--- config.mk ---
export PLATFORM = sky130hd
export DESIGN_NAME = button_event_decoder
export DESIGN_NICKNAME = d
export VERILOG_FILES = /design/src/rtl/button_event_decoder_pkg.sv /design/src/rtl/button_event_decoder_button_channel.sv /design/src/rtl/button_event_decoder.sv
export SDC_FILE = /design/constraint.sdc
export NUM_CORES = 1
export LEC_CHECK = 0
export ABC_AREA = 1
export CORE_ASPECT_RATIO = 1.2
export CORE_MARGIN = 2
export CORE_UTILIZATION = 50
export CTS_BUF_LIST = sky130_fd_sc_hd__clkbuf_2 sky130_fd_sc_hd__clkbuf_4 sky130_fd_sc_hd__clkbuf_8
export CTS_CLUSTER_SIZE = 20
export DETAILED_ROUTE_END_ITERATION = 7
export DONT_BUFFER_PORTS = 1
export SLEW_MARGIN = 30
export SYNTH_ARGS = -nofsm -noshare
export SYNTH_HDL_FRONTEND = slang
export SYNTH_SLANG_ARGS = --single-unit
--- constraint.sdc ---
create_clock -name clock -period 3.35 [get_ports clock]
set_input_delay 0.335 -clock clock [delete_from_list [all_inputs] [get_ports clock]]
set_output_delay 0.335 -clock clock [all_outputs]
set_load 0.03 [all_outputs]
--- src/rtl/button_event_decoder_pkg.sv ---
// Package for button_event_decoder.
// Holds the per-button FSM state encoding, the default timing constants and a
// helper that sizes the counters.
//
// Optional feature macro: BUTTON_EVENT_DECODER_AUTO_REPEAT_EN. The package
// contents do not depend on it.

package button_event_decoder_pkg;

    // State encoding of one button channel FSM
    localparam logic [2:0] ENC_IDLE         = 3'd0;
    localparam logic [2:0] ENC_PRESS_WAIT   = 3'd1;
    localparam logic [2:0] ENC_PRESSED      = 3'd2;
    localparam logic [2:0] ENC_HELD         = 3'd3;
    localparam logic [2:0] ENC_RELEASE_WAIT = 3'd4;

    typedef enum logic [2:0] {
        StIdle        = ENC_IDLE,
        StPressWait   = ENC_PRESS_WAIT,
        StPressed     = ENC_PRESSED,
        StHeld        = ENC_HELD,
        StReleaseWait = ENC_RELEASE_WAIT
    } btn_state_e;

    // Defaults for a 10 MHz clock: 10 ms debounce, 0.5 s hold, 100 ms repeat
    localparam int unsigned DEFAULT_DEBOUNCE_CYCLES = 100000;
    localparam int unsigned DEFAULT_HOLD_CYCLES     = 5000000;
    localparam int unsigned DEFAULT_REPEAT_CYCLES   = 1000000;

    // Bits needed to count 0 .. n-1 (at least one bit)
    function automatic int unsigned cnt_width(input int unsigned n);
        return (n < 2) ? 32'd1 : $clog2(n);
    endfunction

endpackage

--- src/rtl/button_event_decoder_button_channel.sv ---
// button_channel: one push-button, from raw pin to event pulses.
// Raw active-low input is inverted and 2-flop synchronized; a five-state FSM
// debounces presses and releases, detects a long hold and (optionally)
// generates auto-repeat pulses while held. All event outputs are registered.
//
// Optional feature macro: BUTTON_EVENT_DECODER_AUTO_REPEAT_EN
//   defined   : repeat_pulse fires on entry to HELD and every REPEAT_CYCLES after
//   undefined : repeat_pulse is tied low and no repeat counter exists
//
// Ports
//   clock         rising-edge clock
//   reset         asynchronous active-high reset
//   button_n      raw asynchronous button, 0 = pressed
//   press         one-cycle pulse per accepted press
//   release_pulse one-cycle pulse per accepted release
//   held          high while in HELD
//   repeat_pulse  one-cycle auto-repeat pulse
// ("release"/"repeat" are reserved words, hence the _pulse names.)

module button_channel
    import button_event_decoder_pkg::*;
#(
    parameter int unsigned DEBOUNCE_CYCLES = DEFAULT_DEBOUNCE_CYCLES,
    parameter int unsigned HOLD_CYCLES     = DEFAULT_HOLD_CYCLES,
    parameter int unsigned REPEAT_CYCLES   = DEFAULT_REPEAT_CYCLES
) (
    input  logic clock,
    input  logic reset,
    input  logic button_n,
    output logic press,
    output logic release_pulse,
    output logic held,
    output logic repeat_pulse
);

    localparam int unsigned DB_W   = cnt_width(DEBOUNCE_CYCLES);
    localparam int unsigned HOLD_W = cnt_width(HOLD_CYCLES);

    // The cycle in IDLE/PRESSED/HELD that first sees the new level counts as
    // the first stable sample, so the wait state needs DEBOUNCE_CYCLES-1 more.
    // That gives 2 (sync) + DEBOUNCE_CYCLES cycles from raw edge to pulse.
    localparam logic [DB_W-1:0]   DB_LAST   = DB_W'(DEBOUNCE_CYCLES - 2);
    localparam logic [HOLD_W-1:0] HOLD_LAST = HOLD_W'(HOLD_CYCLES - 1);

    if (DEBOUNCE_CYCLES < 2 || HOLD_CYCLES < 1 || REPEAT_CYCLES < 1) begin : g_bad_params
        $error("button_channel: need DEBOUNCE_CYCLES>=2, HOLD_CYCLES>=1, REPEAT_CYCLES>=1");
    end

    // ------------------------------------------------------------------
    // Synchronizer (inverts so that 1 = pressed)
    // ------------------------------------------------------------------
    logic [1:0] sync_q;
    logic       level;

    always_ff @(posedge clock or posedge reset) begin
        if (reset) begin
            sync_q <= 2'b00;
        end else begin
            sync_q <= {sync_q[0], ~button_n};
        end
    end

    assign level = sync_q[1];

    // ------------------------------------------------------------------
    // FSM and counters
    // ------------------------------------------------------------------
    btn_state_e        state_q, state_d;
    logic [DB_W-1:0]   db_cnt_q, db_cnt_d;
    logic [HOLD_W-1:0] hold_cnt_q, hold_cnt_d;
    logic              from_held_q, from_held_d;  // RELEASE_WAIT return target
    logic              press_q, press_d;
    logic              release_q, release_d;

`ifdef BUTTON_EVENT_DECODER_AUTO_REPEAT_EN
    localparam int unsigned REP_W = cnt_width(REPEAT_CYCLES);
    localparam logic [REP_W-1:0] REP_LAST = REP_W'(REPEAT_CYCLES - 1);

    logic [REP_W-1:0] rep_cnt_q, rep_cnt_d;
    logic             repeat_q, repeat_d;
`endif

    always_comb begin
        state_d     = state_q;
        db_cnt_d    = db_cnt_q;
        hold_cnt_d  = hold_cnt_q;
        from_held_d = from_held_q;
        press_d     = 1'b0;
        release_d   = 1'b0;
`ifdef BUTTON_EVENT_DECODER_AUTO_REPEAT_EN
        rep_cnt_d   = rep_cnt_q;
        repeat_d    = 1'b0;
`endif
        unique case (state_q)
            StIdle: begin
                if (level) begin
                    state_d  = StPressWait;
                    db_cnt_d = '0;
                end
            end
            StPressWait: begin
                if (!level) begin
                    state_d = StIdle;
                end else if (db_cnt_q >= DB_LAST) begin
                    state_d    = StPressed;
                    press_d    = 1'b1;
                    hold_cnt_d = '0;
                end else begin
                    db_cnt_d = (&db_cnt_q) ? db_cnt_q : db_cnt_q + 1'b1;
                end
            end
            StPressed: begin
                if (!level) begin
                    state_d     = StReleaseWait;
                    db_cnt_d    = '0;
                    from_held_d = 1'b0;
                end else if (hold_cnt_q >= HOLD_LAST) begin
                    state_d = StHeld;
`ifdef BUTTON_EVENT_DECODER_AUTO_REPEAT_EN
                    repeat_d  = 1'b1;
                    rep_cnt_d = '0;
`endif
                end else begin
                    hold_cnt_d = (&hold_cnt_q) ? hold_cnt_q : hold_cnt_q + 1'b1;
                end
            end
            StHeld: begin
                if (!level) begin
                    state_d     = StReleaseWait;
                    db_cnt_d    = '0;
                    from_held_d = 1'b1;
                end else begin
`ifdef BUTTON_EVENT_DECODER_AUTO_REPEAT_EN
                    if (rep_cnt_q >= REP_LAST) begin
                        repeat_d  = 1'b1;
                        rep_cnt_d = '0;
                    end else begin
                        rep_cnt_d = (&rep_cnt_q) ? rep_cnt_q : rep_cnt_q + 1'b1;
                    end
`endif
                end
            end
            StReleaseWait: begin
                // A bounce back to 1 resumes where we were; hold/repeat
                // counters were frozen meanwhile, so timing carries on.
                if (level) begin
                    state_d = from_held_q ? StHeld : StPressed;
                end else if (db_cnt_q >= DB_LAST) begin
                    state_d   = StIdle;
                    release_d = 1'b1;
                end else begin
                    db_cnt_d = (&db_cnt_q) ? db_cnt_q : db_cnt_q + 1'b1;
                end
            end
            default: begin
                state_d = StIdle;
            end
        endcase
    end

    always_ff @(posedge clock or posedge reset) begin
        if (reset) begin
            state_q     <= StIdle;
            db_cnt_q    <= '0;
            hold_cnt_q  <= '0;
            from_held_q <= 1'b0;
            press_q     <= 1'b0;
            release_q   <= 1'b0;
        end else begin
            state_q     <= state_d;
            db_cnt_q    <= db_cnt_d;
            hold_cnt_q  <= hold_cnt_d;
            from_held_q <= from_held_d;
            press_q     <= press_d;
            release_q   <= release_d;
        end
    end

`ifdef BUTTON_EVENT_DECODER_AUTO_REPEAT_EN
    always_ff @(posedge clock or posedge reset) begin
        if (reset) begin
            rep_cnt_q <= '0;
            repeat_q  <= 1'b0;
        end else begin
            rep_cnt_q <= rep_cnt_d;
            repeat_q  <= repeat_d;
        end
    end

    assign repeat_pulse = repeat_q;
`else
    assign repeat_pulse = 1'b0;
`endif

    assign press         = press_q;
    assign release_pulse = release_q;
    assign held          = (state_q == StHeld);

endmodule

--- src/rtl/button_event_decoder.sv ---
// button_event_decoder: two debounced push-buttons driving a 2-bit mode counter.
// Button 0 steps mode up, button 1 steps it down (press or auto-repeat),
// wrapping modulo 4; steps from both buttons in the same cycle cancel.
//
// Optional feature macro: BUTTON_EVENT_DECODER_AUTO_REPEAT_EN (auto-repeat
// while held; without it repeat_pulse is constant 2'b00).
//
// Ports
//   clock         rising-edge clock
//   reset         asynchronous active-high reset
//   buttons[1:0]  raw asynchronous push-buttons, 0 = pressed
//   press         one-cycle pulse per accepted press
//   release_pulse one-cycle pulse per accepted release
//   held          high while the button is in the held state
//   repeat_pulse  one-cycle auto-repeat pulse
//   mode          wrap-around mode counter
// ("release"/"repeat" are reserved words, hence the _pulse names.)

module button_event_decoder
    import button_event_decoder_pkg::*;
#(
    parameter int unsigned DEBOUNCE_CYCLES = DEFAULT_DEBOUNCE_CYCLES,
    parameter int unsigned HOLD_CYCLES     = DEFAULT_HOLD_CYCLES,
    parameter int unsigned REPEAT_CYCLES   = DEFAULT_REPEAT_CYCLES
) (
    input  logic       clock,
    input  logic       reset,
    input  logic [1:0] buttons,
    output logic [1:0] press,
    output logic [1:0] release_pulse,
    output logic [1:0] held,
    output logic [1:0] repeat_pulse,
    output logic [1:0] mode
);

    button_channel #(
        .DEBOUNCE_CYCLES (DEBOUNCE_CYCLES),
        .HOLD_CYCLES     (HOLD_CYCLES),
        .REPEAT_CYCLES   (REPEAT_CYCLES)
    ) u_channel0 (
        .clock         (clock),
        .reset         (reset),
        .button_n      (buttons[0]),
        .press         (press[0]),
        .release_pulse (release_pulse[0]),
        .held          (held[0]),
        .repeat_pulse  (repeat_pulse[0])
    );

    button_channel #(
        .DEBOUNCE_CYCLES (DEBOUNCE_CYCLES),
        .HOLD_CYCLES     (HOLD_CYCLES),
        .REPEAT_CYCLES   (REPEAT_CYCLES)
    ) u_channel1 (
        .clock         (clock),
        .reset         (reset),
        .button_n      (buttons[1]),
        .press         (press[1]),
        .release_pulse (release_pulse[1]),
        .held          (held[1]),
        .repeat_pulse  (repeat_pulse[1])
    );

    // ------------------------------------------------------------------
    // Mode counter
    // ------------------------------------------------------------------
    logic       step_up, step_down;
    logic [1:0] mode_q, mode_d;

    assign step_up   = press[0] | repeat_pulse[0];
    assign step_down = press[1] | repeat_pulse[1];

    always_comb begin
        mode_d = mode_q;
        case ({step_up, step_down})
            2'b10:   mode_d = mode_q + 2'd1;
            2'b01:   mode_d = mode_q - 2'd1;
            default: mode_d = mode_q;  // idle, or both buttons cancel
        endcase
    end

    always_ff @(posedge clock or posedge reset) begin
        if (reset) begin
            mode_q <= 2'b00;
        end else begin
            mode_q <= mode_d;
        end
    end

    assign mode = mode_q;

endmodule

==> Word-level counts from Yosys, hierarchy flattened <==
Cells that the tools add are included.
{ "totals": {"out_inout_bits": 10, "register_bits": 98, "word_cells": 149, "in_bits": 4} }
{ "op_classes": {"magnitude_cmp": 4, "n_reduce_logical": 23, "eq_ne": 36, "addsub": 6, "mux": 63, "bitwise_logic": 2} }
{ "ops": {"columns": ["operator", "count"], "rows": [
  ["$mux 23", 10],
  ["$mux 17", 12],
  ["$pmux 17 s4", 2],
  ["$pmux 23 s2", 2],
  ["$mux 3", 16],
  ["$add 23x1->23 const B", 2],
  ["$ge 23x23->1 const B", 2],
  ["$reduce_and 23->1", 2],
  ["$add 17x1->17 const B", 2],
  ["$ge 17x17->1 const B", 2],
  ["$reduce_and 17->1", 2],
  ["$pmux 3 s5", 2],
  ["$ne 2x2->1 const B", 12],
  ["$reduce_and 5->1", 4],
  ["$mux 1", 16],
  ["$ne 2x1->1 const B", 8],
  ["$eq 3x2->1 const B", 4],
  ["$ne 3x3->1 const B", 4],
  ["$reduce_and 6->1", 2],
  ["$reduce_bool 2->1", 5],
  ["$reduce_bool 4->1", 2],
  ["$eq 3x1->1 const B", 2],
  ["$eq 3x3->1 const B", 2],
  ["$logic_not 3->1", 2],
  ["10 further kinds", 15]
]} }

==> Depth between registers and ports, before layout <==
Gate-level depths: netlist of run 1.
{ "depth": {"depth_word": 5, "depth_mapped": 14, "depth_no_buf": 13} }

==> Modules after synthesis <==
From an unflattened synthesis of run 1, not the netlist that was laid out.
{ "hier_totals": {"cells_unflattened": 1058, "area_unflattened_um2": 7006.7} }
{ "by_module_without_submodules": {"columns": ["module", "area_per_inst_um2", "instances", "cells_each"], "rows": [
  ["button_channel (u_channel0)", 3458.3, 1, 531],
  ["button_channel (u_channel1)", 3419.5, 1, 510],
  ["button_event_decoder", 128.9, 1, 17]
]} }

==> Least setup slack after synthesis of run 1 <==
Ideal clock, no wire load.
{ "synth_path": {"path_kind": "flip-flop to flip-flop", "startpoint": "register u_channel1.db_cnt_q[1]", "endpoint": "register u_channel1.db_cnt_q[10]", "path_stages_with_launch": 13, "setup_time_ns": 0.117, "required_time_ns": 3.233, "path_slack_ns": 1.365, "n_path_buf": 1, "arrival_ns": 1.868, "cell_sequence": "dfrtp_1 -> ha_1 -> nand3_1 -> inv_1 -> nand3_1 -> nand3b_1 -> nor4_1 -> ha_1 -> nand3b_4 -> nand2_2 -> buf_4 -> nand2_1 -> nand2_1"} }
{ "synth_via": {"elab_chain_cells": 5, "word_cells_on_any_way": 8, "classes_between": "add/sub: 1; order compare: 1; mux: 5; reduce/logical: 1"} }
{ "synth_lines": {"columns": ["item", "line", "source"], "rows": [
  ["start, declared", "button_event_decoder_button_channel.sv:69", "logic [DB_W-1:0] db_cnt_q, db_cnt_d;"],
  ["start signal, assigned", "button_event_decoder_button_channel.sv:171", "db_cnt_q <= db_cnt_d;"],
  ["$add 17x1->17 / $reduce_and 17->1 (equally long branches)", "button_event_decoder_button_channel.sv:109, button_event_decoder_button_channel.sv:152", null],
  ["$mux 17", "button_event_decoder_button_channel.sv:109, button_event_decoder_button_channel.sv:152", null],
  ["$mux 17 *", "button_event_decoder_button_channel.sv:104, button_event_decoder_button_channel.sv:148", null],
  ["$mux 17, on equally long branches", "button_event_decoder_button_channel.sv:146, button_event_decoder_button_channel.sv:102", null],
  ["$pmux 17 s4 *", "button_event_decoder_button_channel.sv:94", "unique case (state_q)"]
]} }
Mark *: on every way between the ends. The rest lies on a longest branch, timed or not. The select of a mux whose other input is x is not followed.
A chain may end at the register's enable or synchronous reset.

==> Worst setup path in the final report of run 1 <==
{ "layout_path": {"startpoint": "register u_channel1.db_cnt_q[1]", "endpoint": "register u_channel1.db_cnt_q[1]"} }
Same word-level chain as after synthesis.

==> flow_summary.yaml, run 1 <==
run_status:
  outcome: "finished clean"
finish:
  design_area_um2: 7270
  multi_input_area_um2: 3940
  area_growth_pct: 4.03
  utilization_pct: 52.9
  drive_gt1_share_pct: 8.51
  seqCellArea_um2: 2450
  fillers: 1462
  nets: 1054
  diodes: 0
sta:
  layout_setup_ws_ns: 0.976
  totalNegativeSetupSlack_ns: 0
  setup_viol: 0
  tightest_slew_ns: 0.655
  period_minus_slack_ns: 2.37
  fin_crit_sh_pct: 70.9
  drv_slew: 0
  fmax_mhz: 421
  slew_headroom_pct: 56.4
  rsz0062_at_grt: "no"
  final-hold-violation-count: 0
  clock-skew-final_ns: 0.0114
power:
  p_leak_nw: 3.46
  ir_worst_vdd_uv: 326
  powerDensity_nw_per_um2: 443
  total_power_w: 0.00322
critical_path:
  endpoint_kind: "register"
  crit_buf_inv: 1
  crit_type: "reg2reg"
  cp_max_fo: 18
  crit_family: "simple AND/OR/NAND/NOR gates"
  max_stage_delay_ns: 0.43
  critPathArrivalTime_ns: 2.65
  critPathSlowestCell: "dfrtp_1"
  critical_path.startpoint_type: "register"
  critPathRequiredTime_ns: 3.63
  cp_cell_sequence: "ha_1, nand3_1, inv_1, nand3_1, nand3b_1, nor4_1, ha_1, nand3b_4, nand2_2, nand2_1, nand2_1"
routing:
  drtIter0Drc: 385
  wl_per_cell_um: 13.3
  final_antenna_net_count: 0
  wl_um: 16200
  via_count: 6219
  via_per_inst: 5.11
  first_pass_iters: 5
  remaining_drc_errors: 0
logic_synthesis:
  yosysWarningCount: 0
  synthesis.area_um2: 6990
  synth_flop_cell: "dfrtp_1"
  postSynth.asyncResetShare_pct: 100
  synth.avg_cell_area_um2: 6.64
  synth-seq-area-share_pct: 35.1
  ys_ff_latch: 98
  synth.area.top_cells: "dfrtp_1 35%, nand2_1 18%, nand3_1 8.9%, nor2_1 8.6%, inv_1 4.7%"
  synth_top_area_share_pct: 35.1
  synth_edf_count: 0
  synth_top_cell_by_area: "dfrtp_1"
  syn_inst: 1053
  synth_cell_types: 41
clock_network:
  clkLatencyLatePin_ns: 0.38
  cts_max_level: 3
  cts.clk_slew.worst_paths_ns: 0.10
  numCtsBuffers: 9
  cts_resized: 0
  cts.sink_count: 98
  postCtsSetupBuffers: 0
  root_buffer: "clkbuf_8"
  cts_hold_buf: 2
  cts_tree: "yes"
  cts_buffer_depth: 2
grt:
  antenna_found_initial: 0
  gr-usage-met2_pct: 39.4
  grt_max_degree: 54
  grt-ovfl-total: 0
  grt_use_met1_pct: 31.0
  grt_pass1_vias: 5942
  top_usage_layer: "met2"
  grt_pass1_wl_um: 28400
  grt_usage_pct: 22.9
  grtUsageMet3_pct: 2.87
place:
  dp_hpwl_um: 11700
  numPortBuffers: 0
  place_area_um2: 7040
  dp_slack_ns: 0.939
  gp_congestion: 0.875
floorplan:
  die_h_um: 134
  die_w_um: 112
  initial_utilization_pct: 50.8
  die_area_um2: 15000
  core.rowCount: 47
  core-area_um2: 13800
  io_pins: 14
run:
  drv_cap: 0
min_path:
  hp-class: "in2reg"
==> kinds of logic (layout without fill, tap and decap cells) <==
| group | after synthesis | count (layout) | share of synthesized area (%) |
|---|---|---|---|
| simple gates | 733 | 733 | 46.7 |
| compound gates | 37 | 37 | 2.81 |
| xor+xnor | 41 | 41 | 5.14 |
| other cells | 1 | 2 | 0.0536 |
| flops | 98 | 98 | 35.1 |
| fa+ha+maj | 9 | 9 | 1.61 |
| buf+inv | 134 | 126 | 8.61 |
==> per-layer routing <==
layer | share of wire [%] | wire [um]
met1 | 47 | 7670
met2 | 49 | 7950
met3 | 2.7 | 435
met4 | 1.1 | 175
met5 | 0 | 0
==> power breakdown <==
| group | internal [W] | total, W | switching (W) |
|---|---|---|---|
| sequential | 0.00127 | 0.00137 | 0.000102 |
| combinational | 0.000226 | 0.000968 | 0.000741 |
| clock | 0.000433 | 0.000889 | 0.000456 |
==> flip-flops by register name, summed over array words and instances (netlist names), 2 cells and up <==
name                   count
mode                       2
u_channel1.state_q         3
u_channel0.state_q         3
u_channel1.sync_q          2
u_channel0.sync_q          2
u_channel1.db_cnt_q       17
u_channel0.db_cnt_q       17
u_channel1.hold_cnt_q     23
u_channel0.hold_cnt_q     23
==> cell usage after synthesis, drive strengths merged (4+ instances only) <==
master / number
nand2: 372
nor2: 171
nand3: 131
inv: 103
dfrtp: 98
xor2: 30
buf: 27
nor3: 24
nand4: 19
o21ai: 19
a21oi: 13
xnor2: 11
ha: 9
nand3b: 8
clkbuf: 4
==> cell usage in the layout (no fill, tap or decap), drive strengths merged <==
master / count
nand2: 372
nor2: 171
nand3: 131
inv: 105
dfrtp: 98
xor2: 30
nor3: 24
nand4: 19
o21ai: 19
a21oi: 13
xnor2: 11
clkbuf: 10
ha: 9
nand3b: 8
buf: 5
nor3b: 3
a31oi: 3
conb: 2
clkinv: 2
bufinv: 2
dlygate4sd3: 2
and2: 1
or2: 1
a211oi: 1
nor4b: 1
nor4: 1
and3: 1
o22ai: 1
==> final cells by class <==
| class | count | share of cell area [%] |
|---|---|---|
| Clock buffer | 10 | 1.81 |
| Clock inverter | 6 | 1.20 |
| Inverter | 103 | 5.35 |
| Multi-Input combinational cell | 822 | 54.2 |
| Sequential cell | 98 | 33.7 |
| Tap cell | 171 | 2.94 |
| Timing Repair Buffer | 7 | 0.791 |
==> worst register-to-register path, stage by stage, from the launching register on <==
cell and delay (ns):
dfrtp_1 0.43, ha_1 0.24, nand3_1 0.13, inv_1 0.13, nand3_1 0.09, nand3b_1 0.17
nor4_1 0.20, ha_1 0.22, nand3b_4 0.26, nand2_2 0.23, nand2_1 0.12, nand2_1 0.05
==> metrics by stage <==
step                      hold slack [ns]  cells
final                              0.0147   1217
after global routing               0.0100   1217
after CTS                         0.00259   1217
after detailed placement            0.336   1199
after global placement              0.334   1199
after floorplan                     0.331   1054
==> worst paths after layout <==
| check | start | to | slack, ns | cells past startpoint |
|---|---|---|---|---|
| setup reg to reg | u_channel1.db_cnt_q[1] | u_channel1.db_cnt_q[1] | 0.98 | 11 |
| hold / removal | buttons[0] | u_channel0.sync_q[0] | 0.01 | 1 |
| min in group asynchronous | reset | u_channel0.hold_cnt_q[7] | 0.52 | 2 |
| setup / recovery | u_channel1.db_cnt_q[1] | u_channel1.db_cnt_q[1] | 0.98 | 11 |
| max in group asynchronous | reset | u_channel1.hold_cnt_q[10] | 2.06 | 3 |
| hold reg to reg | u_channel0.sync_q[0] | u_channel0.sync_q[1] | 0.36 | 0 |
(Power assumes the default switching activity.)
==> run 2: changes to the inputs <==
==> constraint.sdc (replaced) <==
create_clock -name clock -period 2.3 [get_ports clock]
set_input_delay 0.23 -clock clock [delete_from_list [all_inputs] [get_ports clock]]
set_output_delay 0.23 -clock clock [all_outputs]
set_load 0.03 [all_outputs]
==> run 2 against run 1 <==
Net effect: sequential share of layout area shrank 0.85 points; final area grew 2.6%; global-route usage grew 0.48 points; routed wire length grew 0.52%; non-clock buffer count grew 22; utilization grew 1.4 points; first-iteration DRC count shrank 8.3%; critical path type unchanged; via count grew 1.7%; clock power grew 28%; register-to-register slack lost 0.78 ns; total power grew 49%.
==> flow_summary.yaml, run 2 (synthesized netlist as in run 1, its figures left out) <==
floorplan:
  core-area_um2: 13800
  core.rowCount: 47
  die_h_um: 134
  die_area_um2: 15000
  io_pins: 14
  initial_utilization_pct: 50.8
  die_w_um: 112
clock_network:
  cts.sink_count: 98
  clkLatencyLatePin_ns: 0.39
  cts_max_level: 3
  cts_buffer_depth: 2
  cts.clk_slew.worst_paths_ns: 0.10
  numCtsBuffers: 9
  root_buffer: "clkbuf_8"
  cts_tree: "yes"
sta:
  setup_viol: 0
  slew_headroom_pct: 62.0
  period_minus_slack_ns: 2.10
  drv_slew: 0
  fmax_mhz: 475
  tightest_slew_ns: 0.569
  fin_crit_sh_pct: 91.5
  clock-skew-final_ns: 0.0136
  layout_setup_ws_ns: 0.196
  final-hold-violation-count: 0
  timing.hold.ws_ns: 0.361
finish:
  area_growth_pct: 6.73
  layout_common_cells: "344 x nand2_1, 160 x nor2_1, 125 x nand3_1"
  reg_top3: "u_channel0.hold_cnt_q: 23 flops, u_channel1.hold_cnt_q: 23 flops"
  utilization_pct: 54.2
  drive_gt1_share_pct: 10.5
  multi_input_area_um2: 3960
  fillers: 1435
  diodes: 0
  nets: 1076
  layout_commonest_cell: "nand2_1"
  seqCellArea_um2: 2450
power:
  internal_power_w: 0.00286
  swShare_pct: 40.4
  pwr-share-clk_pct: 23.8
  total_power_w: 0.00480
  combinationalPowerShare_pct: 34.8
  power_switching_w: 0.00194
  ir_worst_vdd_uv: 577
  pwr-share-seq_pct: 41.4
  powerDensity_nw_per_um2: 643
  p_leak_nw: 3.55
place:
  dp_hpwl_um: 12100
  dp_slack_ns: 0.111
  numPortBuffers: 0
  gp_congestion: 0.878
grt:
  grt_max_degree: 32
  grt-ovfl-total: 0
  grt_pass1_wl_um: 29100
  grt_usage_pct: 23.4
  grt_pass1_vias: 6179
  antenna_found_initial: 0
run:
  drv_cap: 0
routing:
  via_count: 6324
  first_pass_iters: 6
  via_per_inst: 5.11
  wl_per_cell_um: 13.2
  remaining_drc_errors: 0
  wl_um: 16300
  final_antenna_net_count: 0
  drtIter0Drc: 353
critical_path:
  cpMostUsedCell: "nand3_1"
  crit_buf_inv: 2
  cp_max_fo: 17
  cp_cell_sequence: "ha_2, nand3_1, inv_1, nand3_1, nand3b_1, nor4_2, ha_1, nand3b_4, buf_6, nand3_1, nand2_1"
  critPathSlowestCell: "dfrtp_1"
  max_stage_delay_ns: 0.42
  critPathArrivalTime_ns: 2.44
  critPathRequiredTime_ns: 2.63
  crit_family: "simple AND/OR/NAND/NOR gates"
  crit_type: "reg2reg"
  endpoint_kind: "register"
  critical_path.startpoint_type: "register"
min_path:
  hp-class: "reg2reg"
run_status:
  outcome: "finished clean"
## run 2: stage by stage
| stage | area [um2] | std cells | TNS (ns) |
|---|---|---|---|
| global placement | 7210 | 1219 | 0 |
| CTS | 7430 | 1237 | 0 |
| detailed placement | 7210 | 1219 | 0 |
| global route | 7460 | 1238 | -0.0598 |
| floorplan | 7000 | 1054 | 0 |
| finish | 7460 | 1238 | 0 |
## run 2: final timing paths
kind,slack [ns],startpoint,end,cells past startpoint
max,0.20,u_channel1.db_cnt_q[1],u_channel1.db_cnt_q[8],11
min,0.36,u_channel1.sync_q[0],u_channel1.sync_q[1],0
max reg2reg,0.20,u_channel1.db_cnt_q[1],u_channel1.db_cnt_q[8],11
min reg2reg,0.36,u_channel1.sync_q[0],u_channel1.sync_q[1],0
max in group asynchronous,1.27,reset,u_channel1.state_q[2],3
min in group asynchronous,0.38,reset,u_channel1.hold_cnt_q[1],2
## run 2: layer usage
metal	global-route usage, %	up-vias	part of all wire [%]
met5	0	-	0
met4	8.33	0	2.1
met3	2.37	26	2.5
met2	39.5	93	48
met1	31.4	2870	48
li1	-	3335	-
## run 2: what timing repair did
| action | CTS | global route |
|---|---|---|
| gates resized for setup | 0 | 6 |
| endpoints found under the setup margin | 0 | 30 |
| endpoints found under the hold margin | 22 | 0 |
| hold buffers | 3 | 0 |
| buffers inserted | 0 | 1 |
## run 2: power groups by stage
stage / registers, W / clock network, W / logic, W
floorplan: 0.00199 / 0 / 0.00122
global placement: 0.00202 / 0 / 0.00164
detailed placement: 0.00202 / 0 / 0.00163
CTS: 0.00199 / 0.00118 / 0.00164
global route: 0.00201 / 0.00124 / 0.00187
finish: 0.00199 / 0.00114 / 0.00167
## run 2: layout make-up
type,count,share of cell area (%)
Sequential cell,98,32.9
Clock inverter,6,0.872
Timing Repair Buffer,29,3.40
Clock buffer,9,1.66
Tap cell,171,2.87
Inverter,103,5.23
Multi-Input combinational cell,822,53.1
==> run 3: changes to the inputs <==
--- a/config.mk
+++ b/config.mk
@@ -8,11 +8,12 @@
 export ABC_AREA = 1
 export CORE_ASPECT_RATIO = 1.2
 export CORE_MARGIN = 2
-export CORE_UTILIZATION = 50
+export CORE_UTILIZATION = 51
 export CTS_BUF_LIST = sky130_fd_sc_hd__clkbuf_2 sky130_fd_sc_hd__clkbuf_4 sky130_fd_sc_hd__clkbuf_8
 export CTS_CLUSTER_SIZE = 20
 export DETAILED_ROUTE_END_ITERATION = 7
 export DONT_BUFFER_PORTS = 1
+export PLACE_DENSITY = 0.66
 export SLEW_MARGIN = 30
 export SYNTH_ARGS = -nofsm -noshare
 export SYNTH_HDL_FRONTEND = slang
==> run 3 against run 2 <==
Net effect: first-iteration DRC count shrank 8.8%; largest power group unchanged; via count is 1.2% higher; sequential cell count unchanged; final area decreased by 0.10%; largest cell class unchanged; combinational power is essentially flat.
==> flow_summary.yaml, run 3 (synthesized netlist as in run 1, its figures left out) <==
run_status:
  outcome: "finished clean"
finish:
  drive_gt1_share_pct: 10.3
  layout_commonest_cell: "nand2_1"
  layout_common_cells: "344 x nand2_1, 160 x nor2_1, 125 x nand3_1"
  diodes: 0
  reg_top3: "u_channel0.hold_cnt_q: 23 flops, u_channel1.hold_cnt_q: 23 flops"
  area_growth_pct: 6.62
  layout.cells.non_filler: 1234
  nets: 1074
critical_path:
  critPathArrivalTime_ns: 2.46
  critPathRequiredTime_ns: 2.64
  cp_max_fo: 17
  critical_path.startpoint_type: "register"
  endpoint_kind: "register"
  crit_type: "reg2reg"
grt:
  antenna_found_initial: 0
  grt_use_met1_pct: 30.1
  grt_max_degree: 99
  grt_pass1_vias: 6128
  grtUsageMet3_pct: 3.91
  grt_pass1_wl_um: 28100
  gr-usage-met2_pct: 37.9
  top_usage_layer: "met2"
  grt_usage_pct: 23.0
  grt-ovfl-total: 0
power:
  pwr-share-seq_pct: 40.5
  power_switching_w: 0.00196
  internal_power_w: 0.00292
  ir_worst_vdd_uv: 725
  powerDensity_nw_per_um2: 654
  combinationalPowerShare_pct: 34.3
  p_leak_nw: 3.56
  pwr-share-clk_pct: 25.2
  swShare_pct: 40.1
place:
  placed_cells: 1211
  gp_congestion: 0.884
  dp_hpwl_um: 11600
  numPortBuffers: 0
routing:
  first_pass_iters: 5
  drtIter0Drc: 322
  wl_um: 16100
  remaining_drc_errors: 0
  via_per_inst: 5.18
  final_antenna_net_count: 0
  wl_per_cell_um: 13.0
  via_count: 6398
sta:
  slew_headroom_pct: 65.7
  timing.hold.ws_ns: 0.362
  rsz0062_at_grt: "yes"
  fin_crit_sh_pct: 92.1
  tightest_slew_ns: 0.514
  period_minus_slack_ns: 2.12
  setup_viol: 0
  totalNegativeSetupSlack_ns: 0
  final-hold-violation-count: 0
  drv_slew: 0
  clock-skew-final_ns: 0.0137
  fmax_mhz: 472
floorplan:
  initial_utilization_pct: 52.6
  die_h_um: 132
  core-area_um2: 13300
  die_w_um: 111
  die_area_um2: 14700
  core.rowCount: 46
  io_pins: 14
clock_network:
  cts_max_level: 3
  cts.sink_count: 98
  cts_buffer_depth: 2
  cts.clk_slew.worst_paths_ns: 0.10
  numCtsBuffers: 9
  root_buffer: "clkbuf_8"
  clkLatencyLatePin_ns: 0.40
  cts_tree: "yes"
min_path:
  hp-class: "reg2reg"
run:
  drv_cap: 0
run 3: final timing paths:
check	start	to	slack, ns	depth (start not counted)
worst min register to register	u_channel0.sync_q[0]	u_channel0.sync_q[1]	0.36	0
worst min-delay path	u_channel0.sync_q[0]	u_channel0.sync_q[1]	0.36	0
worst max register to register	u_channel1.db_cnt_q[1]	u_channel1.db_cnt_q[12]	0.18	11
min in group asynchronous	reset	u_channel0.hold_cnt_q[22]	0.45	3
worst max-delay path	u_channel1.db_cnt_q[1]	u_channel1.db_cnt_q[12]	0.18	11
max in group asynchronous	reset	u_channel1.db_cnt_q[15]	1.46	3
run 3: metrics by stage:
step	cell area, um2	util [%]	setup WS [ns]	total power, W
after floorplan	7000	-	0.315	0.00321
after global routing	7460	56.1	-0.0465	0.00520
after global placement	7160	53.8	0.207	0.00358
final	7460	56.1	0.181	0.00488
after detailed placement	7160	53.8	0.143	0.00359
after CTS	7400	55.7	0.104	0.00483
run 3: what timing repair did:
item,CTS,global route
hold buffers,3,0
endpoints found under the setup margin,0,34
hold endpoints to repair,100,0
buffers inserted,0,4
gates resized for setup,0,6
run 3: area by class of cell:
class | count | area (um2)
fill | 1323 | 5840
timing repair buffer | 27 | 230
inverter | 103 | 390
clock inverter | 5 | 60.1
multi-input combinational | 822 | 3960
clock buffer | 11 | 151
sequential | 98 | 2450
tap | 168 | 210
run 3: per-layer routing:
layer | vias up | routed length (um)
li1 | 3326 | -
met1 | 2959 | 7490
met2 | 74 | 7690
met3 | 39 | 458
met4 | 0 | 444
met5 | - | 0
run 3: worst max-delay path: stages, from the launching register on:
cell	delay [ns]
dfrtp_1	0.41
ha_2	0.22
nand3_1	0.12
inv_1	0.13
nand3_1	0.09
nand3b_1	0.17
nor4_1	0.19
ha_1	0.21
nand3b_4	0.15
buf_6	0.18
nand3_1	0.09
nand2_1	0.08
run 3: power groups by stage:
stage / registers [W] / logic (W) / clock network [W]
floorplan: 0.00199 / 0.00122 / 0
global placement: 0.00201 / 0.00157 / 0
detailed placement: 0.00202 / 0.00157 / 0
CTS: 0.00198 / 0.00158 / 0.00127
global route: 0.00200 / 0.00186 / 0.00134
finish: 0.00198 / 0.00167 / 0.00123
